$ cat src/rtl/clk_meter_pkg.sv
// Shared types and widths for the clock observation blocks.
package clk_meter_pkg;

  localparam int CNT_W = 16;

  typedef enum logic [1:0] {
    IDLE    = 2'd0,
    ARM     = 2'd1,
    MEASURE = 2'd2
  } state_t;

endpackage

$ cat src/rtl/sync_edge_detect.sv
// Synchronizer chain for an asynchronous level plus a rising-edge pulse.
// The pulse is combinational from the last two flops and lasts one clk cycle.
module sync_edge_detect #(
  parameter int STAGES = 2
) (
  input  logic clk,
  input  logic rst,
  input  logic din,
  output logic level,
  output logic rise
);

  logic [STAGES-1:0] sync_q;
  logic              prev_q;

  always_ff @(posedge clk) begin
    if (!rst) begin
      sync_q <= '0;
      prev_q <= 1'b0;
    end else begin
      sync_q <= {sync_q[STAGES-2:0], din};
      prev_q <= sync_q[STAGES-1];
    end
  end

  assign level = sync_q[STAGES-1];
  assign rise  = level & ~prev_q;

endmodule

$ cat src/rtl/clock_ratio_meter.sv
// Measures period (and optionally high time) of a slow input in clk cycles.
// Define CLK_METER_DUTY_EN to build the high-time counter; otherwise o_high is 0.
//
// state   | meaning
// IDLE    | disabled; counters, match and lock cleared
// ARM     | waiting for the first rising edge to start a period
// MEASURE | counting; each rising edge closes a period and reports it
module clock_ratio_meter
  import clk_meter_pkg::*;
#(
  parameter int               SYNC_STAGES = 2,
  parameter logic [CNT_W-1:0] TIMEOUT     = 16'hFFFF,
  parameter int               LOCK_COUNT  = 2
) (
  input  logic             i_clk,
  input  logic             i_rst,
  input  logic             i_sclk,
  input  logic             i_en,
  output logic [CNT_W-1:0] o_period,
  output logic [CNT_W-1:0] o_high,
  output logic             o_valid,
  output logic             o_lock,
  output logic             o_timeout
);

  localparam logic [CNT_W-1:0] LOCK_MAX = CNT_W'(LOCK_COUNT);

  state_t           state_q, state_d;
  logic [CNT_W-1:0] cnt_q, cnt_d, arm_cnt_q, arm_cnt_d, match_q, match_d;
  logic [CNT_W-1:0] period_d, new_match;
  logic             valid_d, lock_d, timeout_d;
  logic             level, rise;

  sync_edge_detect #(.STAGES(SYNC_STAGES)) u_sync (
    .clk   (i_clk),
    .rst   (i_rst),
    .din   (i_sclk),
    .level (level),
    .rise  (rise)
  );

  always_comb begin
    state_d   = state_q;
    cnt_d     = cnt_q;
    arm_cnt_d = arm_cnt_q;
    match_d   = match_q;
    period_d  = o_period;
    valid_d   = 1'b0;
    lock_d    = o_lock;
    timeout_d = o_timeout;
    // match_q == 0 means no previous period to compare against
    new_match = 16'd1;
    if (match_q != '0 && cnt_q == o_period)
      new_match = (match_q >= LOCK_MAX) ? LOCK_MAX : match_q + 1'b1;

    if (!i_en) begin
      state_d   = IDLE;
      cnt_d     = '0;
      arm_cnt_d = '0;
      match_d   = '0;
      lock_d    = 1'b0;
      timeout_d = 1'b0;
    end else begin
      case (state_q)
        IDLE: begin
          state_d   = ARM;
          arm_cnt_d = '0;
        end
        ARM: begin
          if (rise) begin
            cnt_d   = 16'd1;
            state_d = MEASURE;
          end else if (arm_cnt_q >= TIMEOUT) begin
            timeout_d = 1'b1;
            lock_d    = 1'b0;
            match_d   = '0;
            arm_cnt_d = '0;
          end else begin
            arm_cnt_d = arm_cnt_q + 1'b1;
          end
        end
        MEASURE: begin
          // an edge landing on the timeout cycle still completes the period
          if (rise) begin
            period_d = cnt_q;
            valid_d  = 1'b1;
            cnt_d    = 16'd1;
            match_d  = new_match;
            lock_d   = (new_match >= LOCK_MAX);
          end else if (cnt_q >= TIMEOUT) begin
            timeout_d = 1'b1;
            lock_d    = 1'b0;
            match_d   = '0;
            arm_cnt_d = '0;
            state_d   = ARM;
          end else if (cnt_q != '1) begin
            cnt_d = cnt_q + 1'b1;
          end
        end
        default: state_d = IDLE;
      endcase
    end
  end

  always_ff @(posedge i_clk) begin
    if (!i_rst) begin
      state_q   <= IDLE;
      cnt_q     <= '0;
      arm_cnt_q <= '0;
      match_q   <= '0;
      o_period  <= '0;
      o_valid   <= 1'b0;
      o_lock    <= 1'b0;
      o_timeout <= 1'b0;
    end else begin
      state_q   <= state_d;
      cnt_q     <= cnt_d;
      arm_cnt_q <= arm_cnt_d;
      match_q   <= match_d;
      o_period  <= period_d;
      o_valid   <= valid_d;
      o_lock    <= lock_d;
      o_timeout <= timeout_d;
    end
  end

`ifdef CLK_METER_DUTY_EN
  logic [CNT_W-1:0] hcnt_q, hcnt_d, high_q;

  always_comb begin
    hcnt_d = hcnt_q;
    if (i_en && state_q != IDLE && rise)
      hcnt_d = 16'd1;
    else if (i_en && state_q == MEASURE && level && hcnt_q != '1)
      hcnt_d = hcnt_q + 1'b1;
  end

  always_ff @(posedge i_clk) begin
    if (!i_rst) begin
      hcnt_q <= '0;
      high_q <= '0;
    end else begin
      hcnt_q <= hcnt_d;
      if (valid_d)
        high_q <= hcnt_q;
    end
  end

  assign o_high = high_q;
`else
  logic unused_level;
  assign unused_level = level;
  assign o_high       = '0;
`endif

endmodule

$ cat config.mk
export PLATFORM = sky130hd
export DESIGN_NAME = clock_ratio_meter
export DESIGN_NICKNAME = d
export VERILOG_FILES = /design/src/rtl/clk_meter_pkg.sv /design/src/rtl/sync_edge_detect.sv /design/src/rtl/clock_ratio_meter.sv
export SDC_FILE = /design/constraint.sdc
export NUM_CORES = 1
export LEC_CHECK = 0
export BUFFER_PORTS_ARGS = -buffer_cell sky130_fd_sc_hd__clkbuf_2
export CAP_MARGIN = 20
export CORE_MARGIN = 10
export CORE_UTILIZATION = 40
export DETAILED_ROUTE_END_ITERATION = 8
export GPL_TIMING_DRIVEN = 0
export SETUP_SLACK_MARGIN = 0.4
export SYNTH_ARGS = -nofsm -noshare
export SYNTH_HDL_FRONTEND = slang
export SYNTH_SLANG_ARGS = --single-unit
$ cat constraint.sdc
create_clock -name i_clk -period 3.4 [get_ports i_clk]
set_input_delay 0.17 -clock i_clk [delete_from_list [all_inputs] [get_ports i_clk]]
set_output_delay 0.17 -clock i_clk [all_outputs]
set_load 0.01 [all_outputs]
==> metrics <==
status=completed; Cells after Synth=401; Worst VDD drop=269 uV; First-pass DRT Iterations=4; RR Startpoint=cnt_q[1]; die area=12900 sq um; mean area per synthesized cell=8.77 sq um; main combinational cell family by area after synthesis=simple AND/OR/NAND/NOR gates; Area after DPL=3820 sq um; vias in the first global route=2805; CTS root buf=clkbuf_8; Setup CP Type=reg -> reg; Synth-to-Final Area Change=14.1%; clock-pin slew of the registers on the worst-case setup and hold paths=0.09 ns; Starting Density=40.7%; setup_tns=0 ns; Crit. Startpoint=cnt_q[1]; CTS buffer count=9; H-Tree Depth=3; TritonCTS sink count=72; FF/Latch Area=1440 sq um; final worst path period share=68.8%; nets=459; Slew HR=62.3%; DRT antenna net count=0; ys async rst share=0%; Netlist Area Pre-Place=3520 sq um; I/O Buffers=22; Critical Path RT=3.64 ns; post-route clock skew=0.0155 ns; Post-synth top flop=dfxtp_1; FP Rows=34; Core ar.=8640 sq um; Die Y=114 um; Final Max Tran Viols=0; share of post-route cells with drive strength above 1=15.8%; GRT Resource Usage Total=12.6%; Detailed Place HPWL=5710 um; largest net degree at the start of global routing=16; Vias/cell=5.06; Hold Fails Final Rpt=0; CTS tree=done; Post-Synth Adder-Cell Area=1.78%; area of the multi-input gates=1880 sq um; FF-to-FF setup slack=1.06 ns; Setup Viol. Count Final=0; area leader, netlist=dfxtp_1; Max clock buf depth=2; drt wl/cell=13.8 um; synthesis-stage register bit count=72; initial antenna violation count=0; n_diodes=0; LEAKAGE=1.62 nW; mux share of post-synthesis cell area=4.27%; Ys Warns=0; Slew @ Worst Pin=0.564 ns; Placed Instances=546; post-route cell area=4010 sq um; RD Place Congestion=0.887; crit end category=flip-flop; crit start category=flip-flop; Hold Path Class=in -> reg; Post-Synth XOR/XNOR Area=6.98%; power per cell area=391 nW/um^2; final cell count without fillers=563; DRT iter0 DRCs=192; global-route wire length before repair=13500 um; Post-route DRC=0; Chip Width=114 um; number of max-cap violations=0; R2R depth=9; CTS resizes=0; Post-Route WL=7750 um; total congestion overflow=0; I/O pins=39; crit path to=cnt_q[5]; detailed-route via count=2849; post-synth top area share=41.0%; RSZ-0062 raised after global routing=false; Final Critical Period=2.34 ns; Post-Synth Simple-Gate Area=25.2%; Compound-Gate Fraction of Synth Area=13.5%; distinct cell type count after synthesis=52; register area share after synthesis=41.0%; Worst Path Arrival=2.58 ns; ranking of synthesized cells by area=dfxtp_1, xnor2_1, nor2_1; # fillers=856; EDFF count, synth=0; worst-path maximum fanout=10; Reg-to-Reg End=cnt_q[5]; Clk Latency, worst-skew pair=0.36 ns; f_max=427 MHz
[synth_stat cells, types with 6 or more instances]
master and instances:
and2_1 19, xor2_1 9, nand2_1 15, xnor2_1 19, dfxtp_1 72, clkbuf_1 9, buf_4 17, inv_1 7
nand2b_1 8, nor3_1 7, nor2_1 43, nor2b_1 19, mux2i_1 15, nand4_1 12, and3_1 6, a21oi_1 15
buf_2 6, o31ai_1 6, nand3_1 17, o21ai_0 26
[area by class of cell]
| type | count | area share [%] |
|---|---|---|
| Buffer | 36 | 5.64 |
| Clock buffer | 9 | 3.09 |
| Clock inverter | 7 | 1.53 |
| Inverter | 7 | 0.655 |
| Multi-Input combinational cell | 301 | 46.8 |
| Sequential cell | 72 | 35.9 |
| Tap cell | 108 | 3.37 |
| Timing Repair Buffer | 23 | 2.99 |
[cell usage in the layout (no fill, tap or decap), drive strengths merged, types with 4 or more instances in the layout]
| master | count |
|---|---|
| buf | 26 |
| o211ai | 5 |
| nand2b | 8 |
| and3 | 6 |
| nand3 | 17 |
| o21ai | 26 |
| nor4 | 5 |
| nand4 | 13 |
| xor2 | 9 |
| nor3 | 8 |
| nor2 | 43 |
| inv | 12 |
| ha | 5 |
| and4 | 5 |
| xnor2 | 19 |
| a21oi | 15 |
| and2 | 19 |
| dfxtp | 72 |
| clkbuf | 41 |
| o2111ai | 4 |
| nand2 | 15 |
| conb | 16 |
| o31ai | 6 |
| mux2i | 15 |
| nor2b | 19 |
[worst min-delay path by stage]
stage / start / end / slack [ns] / cells after the start
after global placement: i_sclk / u_sync.sync_q[0] / 0.38 / 2
after CTS: i_rst / o_period[5] / 0.30 / 3
after detailed placement: i_sclk / u_sync.sync_q[0] / 0.38 / 2
after global routing: i_rst / o_period[1] / 0.34 / 3
after floorplan: i_sclk / u_sync.sync_q[0] / 0.30 / 1
final: i_rst / o_period[5] / 0.30 / 3
[cell families after synthesis]
logic type / count (synthesis)
AND/OR/NAND/NOR: 164
AO/OA/AOI/OAI: 73
flip-flops: 72
buffers and inverters: 43
XOR/XNOR: 28
multiplexers: 15
adder cells (fa/ha/maj): 5
other: 1
[registers in the layout, indices dropped and copies added (netlist names)]
register and cells:
u_sync.sync_q 2, o_lock 1, o_valid 1, o_period 16, u_sync.prev_q 1, arm_cnt_q 16, match_q 16, o_timeout 1
state_q 2, cnt_q 16
[metrics by stage]
| stage | total power [mW] | setup WS (ns) | hold WS (ns) | utilization [%] |
|---|---|---|---|---|
| finish | 1.57 | 1.06 | 0.305 | 46.5 |
| global route | 1.64 | 0.819 | 0.338 | 46.5 |
| CTS | 1.59 | 1.09 | 0.303 | 46.5 |
| detailed placement | 0.934 | 1.11 | 0.379 | 44.2 |
| global placement | 0.934 | 1.13 | 0.377 | 44.2 |
| floorplan | 0.921 | 1.35 | 0.297 | - |
[worst max-delay path, stage by stage (launching register included)]
cell     delay, ns
dfxtp_1       0.47
ha_1          0.29
and4_1        0.21
buf_4         0.14
and4_4        0.26
a21oi_1       0.08
buf_2         0.20
nor3_1        0.35
o21ai_0       0.16
o41ai_1       0.08
[power breakdown]
part           switching [mW]  internal (mW)  leakage [nW]  total, mW
Sequential            0.00208          0.845         0.580      0.847
Combinational          0.0408         0.0282         0.948     0.0690
Clock                   0.372          0.280        0.0892      0.652
Total                   0.415           1.15          1.62       1.57
[layer usage]
| layer | vias up | global-route usage [%] | share of wire, % |
|---|---|---|---|
| li1 | 1483 | - | - |
| met1 | 1299 | 16.1 | 47 |
| met2 | 58 | 19.2 | 46 |
| met3 | 9 | 3.99 | 6.1 |
| met4 | 0 | 5.50 | 1.6 |
| met5 | - | 0 | 0 |
[what timing repair did]
| item | 4_1_cts | 5_1_grt |
|---|---|---|
| hold endpoints to repair | 1 | 0 |
| hold buffers | 1 | 0 |
| buffers inserted | 0 | 0 |
Note: power is estimated with default switching activity, not from simulation.
